$ cat src/rtl/iob_uart_tx_arb_pkg.sv
// Shared definitions for the UART transmit arbiter: FSM state encoding and byte width.
package iob_uart_tx_arb_pkg;

    localparam int DATA_W = 8;

    typedef enum logic [1:0] {
        IDLE  = 2'd0,
        SEND  = 2'd1,
        WRITE = 2'd2,
        HOLD  = 2'd3
    } arb_state_t;

endpackage

$ cat src/rtl/iob_reg.sv
// Generic register with asynchronous active-high reset to a parameterised value.
module iob_reg #(
    parameter int             W       = 1,
    parameter logic [W-1:0]   RST_VAL = '0
) (
    input  logic         clk_i,
    input  logic         rst_i,
    input  logic [W-1:0] d_i,
    output logic [W-1:0] q_o
);

    always_ff @(posedge clk_i or posedge rst_i) begin
        if (rst_i) begin
            q_o <= RST_VAL;
        end else begin
            q_o <= d_i;
        end
    end

endmodule

$ cat src/rtl/iob_rr_arbiter.sv
// Combinational round-robin picker: the search starts just after ptr and wraps modulo N.
module iob_rr_arbiter #(
    parameter int N = 4,
    localparam int IDX_W = (N > 1) ? $clog2(N) : 1
) (
    input  logic [N-1:0]     req,
    input  logic [IDX_W-1:0] ptr,
    output logic [N-1:0]     gnt,
    output logic [IDX_W-1:0] gnt_idx
);

    function automatic logic [IDX_W-1:0] wrap(input int v);
        return IDX_W'(v % N);
    endfunction

    logic [N-1:0] rot;
    logic         found;

    // rot[0] is the requester right after ptr; the first set bit wins and is mapped back
    always_comb begin
        rot     = '0;
        gnt     = '0;
        gnt_idx = '0;
        found   = 1'b0;
        for (int i = 0; i < N; i++) begin
            rot[i] = req[wrap(int'(ptr) + 1 + i)];
        end
        for (int i = 0; i < N; i++) begin
            if (!found && rot[i]) begin
                found   = 1'b1;
                gnt_idx = wrap(int'(ptr) + 1 + i);
            end
        end
        gnt[gnt_idx] = found;
    end

endmodule

$ cat src/rtl/iob_uart_tx_arbiter.sv
// Packet-locked round-robin arbiter sharing one uart_core transmit path between N_REQ
// byte-stream producers; sequences the core's registered data / write-pulse handshake.
module iob_uart_tx_arbiter
    import iob_uart_tx_arb_pkg::*;
#(
    parameter int N_REQ     = 4,
    parameter int TIMEOUT_W = 8
) (
    input  logic                     clk_i,
    input  logic                     rst_i,
    input  logic                     en_i,
    input  logic [N_REQ-1:0]         req_valid_i,
    input  logic [DATA_W*N_REQ-1:0]  req_data_i,
    input  logic [N_REQ-1:0]         req_last_i,
    output logic [N_REQ-1:0]         req_ready_o,
    output logic [N_REQ-1:0]         grant_o,
    output logic                     busy_o,
    output logic                     timeout_o,
    output logic                     tx_en_o,
    output logic [DATA_W-1:0]        tx_data_o,
    output logic                     tx_write_o,
    input  logic                     tx_ready_i
);

    localparam int IDX_W = (N_REQ > 1) ? $clog2(N_REQ) : 1;
    localparam logic [IDX_W-1:0]     PTR_RST    = IDX_W'(N_REQ - 1);
    localparam logic [TIMEOUT_W-1:0] STALL_LAST = {{(TIMEOUT_W-1){1'b1}}, 1'b0};

    arb_state_t           state_q, state_d;
    logic [1:0]           state_bits_q;
    logic [N_REQ-1:0]     grant_q, grant_d;
    logic [IDX_W-1:0]     gidx_q, gidx_d;
    logic [IDX_W-1:0]     ptr_q, ptr_d;
    logic [TIMEOUT_W-1:0] cnt_q, cnt_d;
    logic [DATA_W-1:0]    data_q, data_d;
    logic                 last_q, last_d;
    logic                 write_q, write_d;
    logic                 timeout_q, timeout_d;
    logic                 txen_q;

    logic [N_REQ-1:0]     arb_gnt;
    logic [IDX_W-1:0]     arb_idx;
    logic                 cur_valid;
    logic                 cur_last;
    logic [DATA_W-1:0]    cur_data;
    logic                 release_now;

    iob_rr_arbiter #(.N(N_REQ)) u_rr (
        .req     (req_valid_i),
        .ptr     (ptr_q),
        .gnt     (arb_gnt),
        .gnt_idx (arb_idx)
    );

    iob_reg #(.W(2), .RST_VAL(IDLE)) u_state_reg (
        .clk_i(clk_i), .rst_i(rst_i), .d_i(state_d), .q_o(state_bits_q));
    iob_reg #(.W(N_REQ)) u_grant_reg (
        .clk_i(clk_i), .rst_i(rst_i), .d_i(grant_d), .q_o(grant_q));
    iob_reg #(.W(IDX_W)) u_gidx_reg (
        .clk_i(clk_i), .rst_i(rst_i), .d_i(gidx_d), .q_o(gidx_q));
    iob_reg #(.W(IDX_W), .RST_VAL(PTR_RST)) u_ptr_reg (
        .clk_i(clk_i), .rst_i(rst_i), .d_i(ptr_d), .q_o(ptr_q));
    iob_reg #(.W(TIMEOUT_W)) u_cnt_reg (
        .clk_i(clk_i), .rst_i(rst_i), .d_i(cnt_d), .q_o(cnt_q));
    iob_reg #(.W(DATA_W)) u_data_reg (
        .clk_i(clk_i), .rst_i(rst_i), .d_i(data_d), .q_o(data_q));
    iob_reg #(.W(1)) u_last_reg (
        .clk_i(clk_i), .rst_i(rst_i), .d_i(last_d), .q_o(last_q));
    iob_reg #(.W(1)) u_write_reg (
        .clk_i(clk_i), .rst_i(rst_i), .d_i(write_d), .q_o(write_q));
    iob_reg #(.W(1)) u_timeout_reg (
        .clk_i(clk_i), .rst_i(rst_i), .d_i(timeout_d), .q_o(timeout_q));
    iob_reg #(.W(1)) u_txen_reg (
        .clk_i(clk_i), .rst_i(rst_i), .d_i(en_i), .q_o(txen_q));

    assign state_q    = arb_state_t'(state_bits_q);
    assign grant_o    = grant_q;
    assign busy_o     = (state_q != IDLE);
    assign timeout_o  = timeout_q;
    assign tx_en_o    = txen_q;
    assign tx_data_o  = data_q;
    assign tx_write_o = write_q;

    always_comb begin
        cur_valid = 1'b0;
        cur_last  = 1'b0;
        cur_data  = '0;
        for (int k = 0; k < N_REQ; k++) begin
            if (gidx_q == IDX_W'(k)) begin
                cur_valid = req_valid_i[k];
                cur_last  = req_last_i[k];
                cur_data  = req_data_i[k*DATA_W +: DATA_W];
            end
        end
    end

    // Releasing the owner always parks ptr on it, so the next search starts after it
    always_comb begin
        state_d     = state_q;
        grant_d     = grant_q;
        gidx_d      = gidx_q;
        ptr_d       = ptr_q;
        cnt_d       = cnt_q;
        data_d      = data_q;
        last_d      = last_q;
        write_d     = 1'b0;
        timeout_d   = 1'b0;
        req_ready_o = '0;
        release_now = 1'b0;

        case (state_q)
            IDLE: begin
                if (en_i && (|req_valid_i)) begin
                    grant_d = arb_gnt;
                    gidx_d  = arb_idx;
                    cnt_d   = '0;
                    state_d = SEND;
                end
            end
            SEND: begin
                if (!en_i) begin
                    release_now = 1'b1;
                end else if (cur_valid && tx_ready_i) begin
                    req_ready_o[gidx_q] = 1'b1;
                    data_d  = cur_data;
                    last_d  = cur_last;
                    write_d = 1'b1;
                    state_d = WRITE;
                end else if (!cur_valid) begin
                    // Counter would hit all-ones on this cycle: the owner has stalled too long
                    if (cnt_q == STALL_LAST) begin
                        timeout_d   = 1'b1;
                        release_now = 1'b1;
                    end else begin
                        cnt_d = cnt_q + 1'b1;
                    end
                end
            end
            WRITE: begin
                state_d = HOLD;
            end
            HOLD: begin
                if (last_q) begin
                    release_now = 1'b1;
                end else begin
                    cnt_d   = '0;
                    state_d = SEND;
                end
            end
            default: begin
                state_d = IDLE;
            end
        endcase

        if (release_now) begin
            ptr_d   = gidx_q;
            grant_d = '0;
            state_d = IDLE;
        end
    end

endmodule

$ cat config.mk
export PLATFORM = sky130hd
export DESIGN_NAME = iob_uart_tx_arbiter
export DESIGN_NICKNAME = d
export VERILOG_FILES = /design/src/rtl/iob_uart_tx_arb_pkg.sv /design/src/rtl/iob_reg.sv /design/src/rtl/iob_rr_arbiter.sv /design/src/rtl/iob_uart_tx_arbiter.sv
export SDC_FILE = /design/constraint.sdc
export NUM_CORES = 1
export LEC_CHECK = 0
export ABC_AREA = 1
export CORE_UTILIZATION = 45
export CTS_BUF_LIST = sky130_fd_sc_hd__clkbuf_16
export DETAILED_ROUTE_END_ITERATION = 10
export GPL_TIMING_DRIVEN = 0
export PLACE_DENSITY = 0.87
export SYNTH_ARGS = -nofsm -noshare
export SYNTH_HDL_FRONTEND = slang
export SYNTH_SLANG_ARGS = --single-unit
$ cat constraint.sdc
create_clock -name clk_i -period 5.5 [get_ports clk_i]
set_clock_uncertainty 0.15 [all_clocks]
set_input_delay 1.65 -clock clk_i [delete_from_list [all_inputs] [get_ports clk_i]]
set_output_delay 1.65 -clock clk_i [all_outputs]
set_load 0.05 [all_outputs]
After elaboration in Yosys (flattened, before gate mapping):

Index checks and enable logic that the tools add are counted.

* add/subtract/negate cells: 5
* magnitude comparators: 8
* equality and inequality tests: 17
* multiplexer cells: 62
* bitwise gates (word level): 1
* reduce and logical (&&, ||, !) cells: 22

Operator list (count)
* 2-to-1 mux 8 bit: 10
* 2-to-1 mux 1 bit: 28
* 2-to-1 mux 4 bit: 6
* case mux 8 bit (3 select lines): 1
* < comparator 2 x 3 -> 1 bit (second input constant): 6
* 2-to-1 mux 2 bit: 9
* inequality test 2 bit (second input constant): 6
* inequality test 3 bit (second input constant): 4
* adder 8 x 1 -> 8 bit (second input constant): 1
* binary-select mux 1 bit (select 2 bit): 4
* == test 2 bit (second input constant): 4
* == test 8 bit (second input constant): 1
* case mux 2 bit (4 select lines): 1
* logical AND 1 bit: 7
* AND reduction 7 bit: 1
* nonzero test 2 bit: 3
* adder 2 x 1 -> 2 bit (second input constant): 2
* adder 2 bit (second input constant): 2
* bitwise AND 4 bit: 1
* demux 1 bit (select 2 bit): 2
* == test 2 x 1 -> 1 bit (second input constant): 2
* greater-or-equal comparator 2 x 1 -> 1 bit (second input constant): 2
* zero test 2 bit: 2
* AND reduction 2 bit: 2
* other kinds (6): 8

* bits in registers: 30
* logic and storage cells: 125

Logic depth before layout (Yosys ltp):

* word-level depth: 21
* gate-level depth with buffers: 13

Modules after synthesis:

From an unflattened synthesis, not the netlist that was laid out.

* cell total of the unflattened synthesis: 355
* area, all modules: 2334.7 um^2

By module, submodules not included
* iob_uart_tx_arbiter: instances 1, cells an instance 231, area an instance 1163.6 um^2
* iob_reg at u_cnt_reg ...: instances 2, cells an instance 9, area an instance 203.9 um^2
* iob_rr_arbiter: instances 1, cells an instance 84, area an instance 380.4 um^2
* iob_reg at u_last_reg ...: instances 4, cells an instance 2, area an instance 28.8 um^2
* iob_reg at u_gidx_reg ...: instances 2, cells an instance 3, area an instance 53.8 um^2
* iob_reg at u_grant_reg: instances 1, cells an instance 5, area an instance 103.8 um^2
* iob_reg at u_ptr_reg: instances 1, cells an instance 3, area an instance 56.3 um^2

Worst setup path before layout:

No wires, ideal clock.

* kind: input port to output port
* start: input req_valid_i[2]
* end: output req_ready_o[3]
* data arrival time: 2.890 ns
* setup slack: 0.810 ns
* stages: 7
* cell sequence: nand3_1 nand3_1 nand2_1 inv_2 nand4_2 buf_2 nor2_1

* cells in the longest elaborated chain, start to end: 6

RTL lines
* start, declared: line iob_uart_tx_arbiter.sv:12 `input logic [N_REQ-1:0] req_valid_i,`
* 2-to-1 mux 1 bit (2 in series): line iob_uart_tx_arbiter.sv:89 `if (gidx_q == IDX_W'(k)) begin`
* logical AND 1 bit: line iob_uart_tx_arbiter.sv:123 `end else if (cur_valid && tx_ready_i) begin`
* 2-to-1 mux 4 bit: line iob_uart_tx_arbiter.sv:123
* 2-to-1 mux 4 bit: line iob_uart_tx_arbiter.sv:121 `if (!en_i) begin`
* 2-to-1 mux 4 bit: line iob_uart_tx_arbiter.sv:111 `case (state_q)`
* end, declared: line iob_uart_tx_arbiter.sv:15 `output logic [N_REQ-1:0] req_ready_o,`

Every way passes these cells.

Worst setup path in the final report:

* start: input req_valid_i[1]
* end: output req_ready_o[1]

* cells in the longest elaborated chain, start to end: 7

RTL lines (line)
* 2-to-1 mux 1 bit (3 in series): iob_uart_tx_arbiter.sv:89
* logical AND 1 bit: iob_uart_tx_arbiter.sv:123
* 2-to-1 mux 4 bit: iob_uart_tx_arbiter.sv:123
* 2-to-1 mux 4 bit: iob_uart_tx_arbiter.sv:121
* 2-to-1 mux 4 bit: iob_uart_tx_arbiter.sv:111

Every way passes these cells.

==> Implementation_results.wiki <==
{| class="wikitable"
! Metric !! Value
|-
| Combinational family with the most area after synthesis || simple AND/OR/NAND/NOR gates
|-
| Total track usage || 25.0%
|-
| Static Leakage || approximately 0.0014 uW
|-
| Status || finished with violations
|-
| Number of distinct standard cells referenced by the synthesized netlist || 35
|-
| Yosys top cell area share || 33.2%
|-
| Critical path fanouts, max || 10
|-
| Die area || approximately 5000 um2
|-
| Worst path bufs/invs || 4
|-
| Setup slack after placement || -0.265 ns
|-
| CTS tree || done
|-
| Terminus of the critical flop-to-flop path || u_grant_reg.q_o[3]
|-
| Endpoint class of the critical path || output pin
|-
| Yosys warns || 0
|-
| Average wire length per cell after detail routing || 13.1 um
|-
| HP Start || u_grant_reg.q_o[0]
|-
| Clock root buffer master || sky130_fd_sc_hd__clkbuf_16
|-
| Placer congestion estimate || approximately 0.94
|-
| First drt pass iteration count || 7
|-
| Failing checks || design-rule violations
|-
| Detailed-route via count || between 2000 and 2500
|-
| Proportion of layout cells with a drive suffix above 1 || 15.3%
|-
| Xor and xnor fraction of the mapped netlist area || about 2.5%
|-
| Post-route setup TNS || 0 ns
|-
| Top-level port count || 64
|-
| Simple logic cell fraction of the synthesized area || ~39%
|-
| Avg Vias per Cell || around 5.3
|-
| Final Net Count || roughly 410
|-
| Fraction of synthesized area in multiplexers || 0%
|-
| Number of setup violations in the final report || 0
|-
| Antenna diode instance count || 0
|-
| Worst path slowest cell || sky130_fd_sc_hd__clkdlybuf4s50_1
|-
| Initial antenna violation count || 0
|-
| Shortest clock period the worst path allows after layout || around 5.3 ns
|-
| Via count of the first global-routing pass || around 2300
|-
| Detail Route Antenna Nets || 0
|-
| Synthesized cell area || around 2100 um2
|-
| CP Launch Type || input pin
|-
| Critical path data arrival time || around 3.5 ns
|-
| Critical path data required time || roughly 3.7 ns
|-
| Final-layout fill cell count || a little under 400
|-
| Number of cells on the worst hold path || 2
|-
| Cell chain of the critical path || clkdlybuf4s50_1 > o21ai_1 > nand3_1 > nand2_1 > inv_2 > nand4_2 > buf_2 > nor3_2 > clkbuf_2
|-
| Placeable core area || around 4400 um2
|-
| Number of design rule violations left after detail routing || 4
|-
| Post-Synthesis Cells || a little under 300
|-
| Critical Setup Path Class || input pin to output pin
|-
| Fraction of the mapped netlist area in compound gates || 10.9%
|-
| Post-detailed-routing wire length || between 5000 and 6000 um
|-
| Flip-flop and latch count after synthesis || 30
|-
| Number of nets produced by synthesis || about 340
|-
| Number of hold buffers added after cts || 0
|-
| Leading cell type by number of instances after synthesis || sky130_fd_sc_hd__nand2_1
|-
| Part of the cycle the worst path needs || a little over nine tenths
|-
| Worst-case register-to-register setup slack || ~3.4 ns
|-
| Violation count after the first detailed-routing iteration || 100
|-
| GR Overflow Total || 0
|-
| Starting density of the core || a little under half
|-
| FP Rows || 24
|-
| TritonCTS sink count || 30
|-
| Largest area contributor in the netlist || sky130_fd_sc_hd__dfrtp_1
|-
| Max_slew headroom || approximately 24%
|-
| Number of synthesized flops with an enable pin || 0
|-
| Transition time of the tightest slew-check pin || about 1.1 ns
|-
| Latest clock arrival within the worst-skew pair || 0.28 ns
|-
| Max Buffers Root-to-Sink || 2
|-
| Register area share after synthesis || a little over a third
|-
| Leading post-synthesis cells by cell area || sky130_fd_sc_hd__dfrtp_1, sky130_fd_sc_hd__nand2_1, sky130_fd_sc_hd__nand3_1, sky130_fd_sc_hd__ha_1, sky130_fd_sc_hd__inv_1
|-
| Ranking of synthesized cells by instance count || sky130_fd_sc_hd__nand2_1, sky130_fd_sc_hd__nand3_1, sky130_fd_sc_hd__dfrtp_1
|-
| Worst R2R Start || u_state_reg.q_o[1]
|-
| Async set-or-reset flop fraction in the synthesized netlist || 100%
|-
| Worst-case hold path end point || u_grant_reg.q_o[0]
|-
| Final number of hold-violating endpoints || 0
|-
| Delay contributed by the slowest stage of the critical path || 0.57 ns
|-
| Cell area power density || 561 nW/um2
|-
| Worst Reg-to-Reg Cells || 10
|-
| Adder-Cell Fraction of Synth Area || 3.56%
|-
| Wire length of the first global-routing pass || just under 10000 um
|-
| RSZ-0062 raised after global routing || no
|-
| Path class of the lowest-slack min-delay path || register to register
|-
| Hold_ws || 0.332 ns
|-
| Post-Synthesis Mean Instance Area || roughly 7.3 um2
|-
| Area growth from synthesis to final layout || 40.1%
|-
| Startpoint of the worst setup timing path || req_valid_i[1]
|-
| Count of input and output buffers || 63
|-
| Depth of the CTS H-tree || 2
|-
| Clock slew at the register clock pins of the worst setup and hold paths || around 0.05 ns
|-
| Final slew viol count || 0
|-
| Pin count of the biggest net entering global routing || 31
|-
| Cell class contributing the biggest share of worst-path delay || buffers and inverters
|-
| Peak supply drop || ~240 uV
|-
| Height of the die || between 70 and 80 um
|-
| Max-capacitance violation count || 0
|-
| DP Wirelength || slightly above 4000 um
|-
| Max Freq || 189 MHz
|-
| Total Power Consumption || 1660 uW
|-
| Synth Flop Type || sky130_fd_sc_hd__dfrtp_1
|-
| Number of buffers created by CTS || 5
|-
| Die W || between 70 and 80 um
|-
| Minimum setup slack in the final design || around 0.20 ns
|}
-- worst register-to-register path: stages (launching register included) --
cell                      delay, ns
sky130_fd_sc_hd__dfrtp_1       0.42
sky130_fd_sc_hd__inv_1         0.10
sky130_fd_sc_hd__ha_1          0.30
sky130_fd_sc_hd__inv_2         0.16
sky130_fd_sc_hd__o21ai_1       0.25
sky130_fd_sc_hd__inv_2         0.07
sky130_fd_sc_hd__nand3_1       0.10
sky130_fd_sc_hd__nand2_2       0.09
sky130_fd_sc_hd__nor2_2        0.15
sky130_fd_sc_hd__nand3_1       0.13
sky130_fd_sc_hd__nand2_1       0.09
-- logic make-up (layout without fill, tap and decap cells) --
kind of cell               Yosys count  count (layout)
buffers and inverters               34             105
adders and majority gates            6               6
AOI/OAI and AO/OA                   37              37
DFF                                 30              30
and+or+nand+nor                    176             176
xor gates and xnor gates             6               6
-- registers in the layout, indices dropped and copies added (netlist names) --
register / flops
u_gidx_reg.q_o: 2
u_grant_reg.q_o: 4
u_last_reg.q_o: 1
u_state_reg.q_o: 2
u_txen_reg.q_o: 1
u_write_reg.q_o: 1
u_ptr_reg.q_o: 2
u_cnt_reg.q_o: 8
u_data_reg.q_o: 8
u_timeout_reg.q_o: 1
-- where the power goes --
group	internal (uW)	total (uW)	switching [uW]
combinational	340	996	656
clock	213	313	100
sequential	297	349	52.0
total	850	1660	808
-- final cells by class --
| class | count | area [um2] | area share (%) |
|---|---|---|---|
| clock buffers | 5 | 125 | 4.23 |
| flip-flops and latches | 30 | 753 | 25.5 |
| well taps | 52 | 65.1 | 2.20 |
| clock inverters | 3 | 45.0 | 1.52 |
| multi-input cells | 225 | 1190 | 40.3 |
| plain buffers | 10 | 75.1 | 2.54 |
| inverters | 24 | 91.3 | 3.09 |
| repair buffers | 63 | 611 | 20.7 |
-- how the worst max path moves through the flow --
stage	end	slack, ns	cells past startpoint
4_1_cts	req_ready_o[1]	0.02	9
5_1_grt	req_ready_o[1]	0.13	9
2_1_floorplan	req_ready_o[3]	0.81	7
3_5_place_dp	req_ready_o[1]	-0.27	9
6_report	req_ready_o[1]	0.20	9
3_3_place_gp	req_ready_o[1]	-0.22	9
-- timing repair --
item | in CTS | in global routing
pin swaps | 0 | 0
setup endpoints to repair | 4 | 4
buffers inserted | 0 | 0
gates resized for setup | 4 | 8
-- cells in the final DEF, fill, tap and decap left out, drive strengths merged --
master / count
a211oi: 1
a21oi: 11
buf: 9
bufinv: 1
clkbuf: 10
clkdlybuf4s50: 59
clkinv: 1
clkinvlp: 2
dfrtp: 28
dfstp: 2
ha: 6
inv: 23
nand2: 112
nand3: 39
nand3b: 1
nand4: 6
nor2: 13
nor3: 5
o21ai: 17
o31ai: 8
xnor2: 2
xor2: 4
-- metrics by stage --
| step | cell area (um2) | cells | util [%] |
|---|---|---|---|
| floorplan | 2110 | 289 | - |
| global placement | 2810 | 404 | 63.1 |
| detailed placement | 2810 | 404 | 63.1 |
| CTS | 2970 | 412 | 66.8 |
| global route | 2960 | 412 | 66.5 |
| finish | 2960 | 412 | 66.5 |
-- metal layers --
| metal | track usage, % | routed length (um) |
|---|---|---|
| met1 | 28.5 | 2330 |
| met2 | 43.7 | 2720 |
| met3 | 6.20 | 248 |
| met4 | 11.3 | 103 |
| met5 | 0 | 0 |
(Power assumes the default switching activity.)
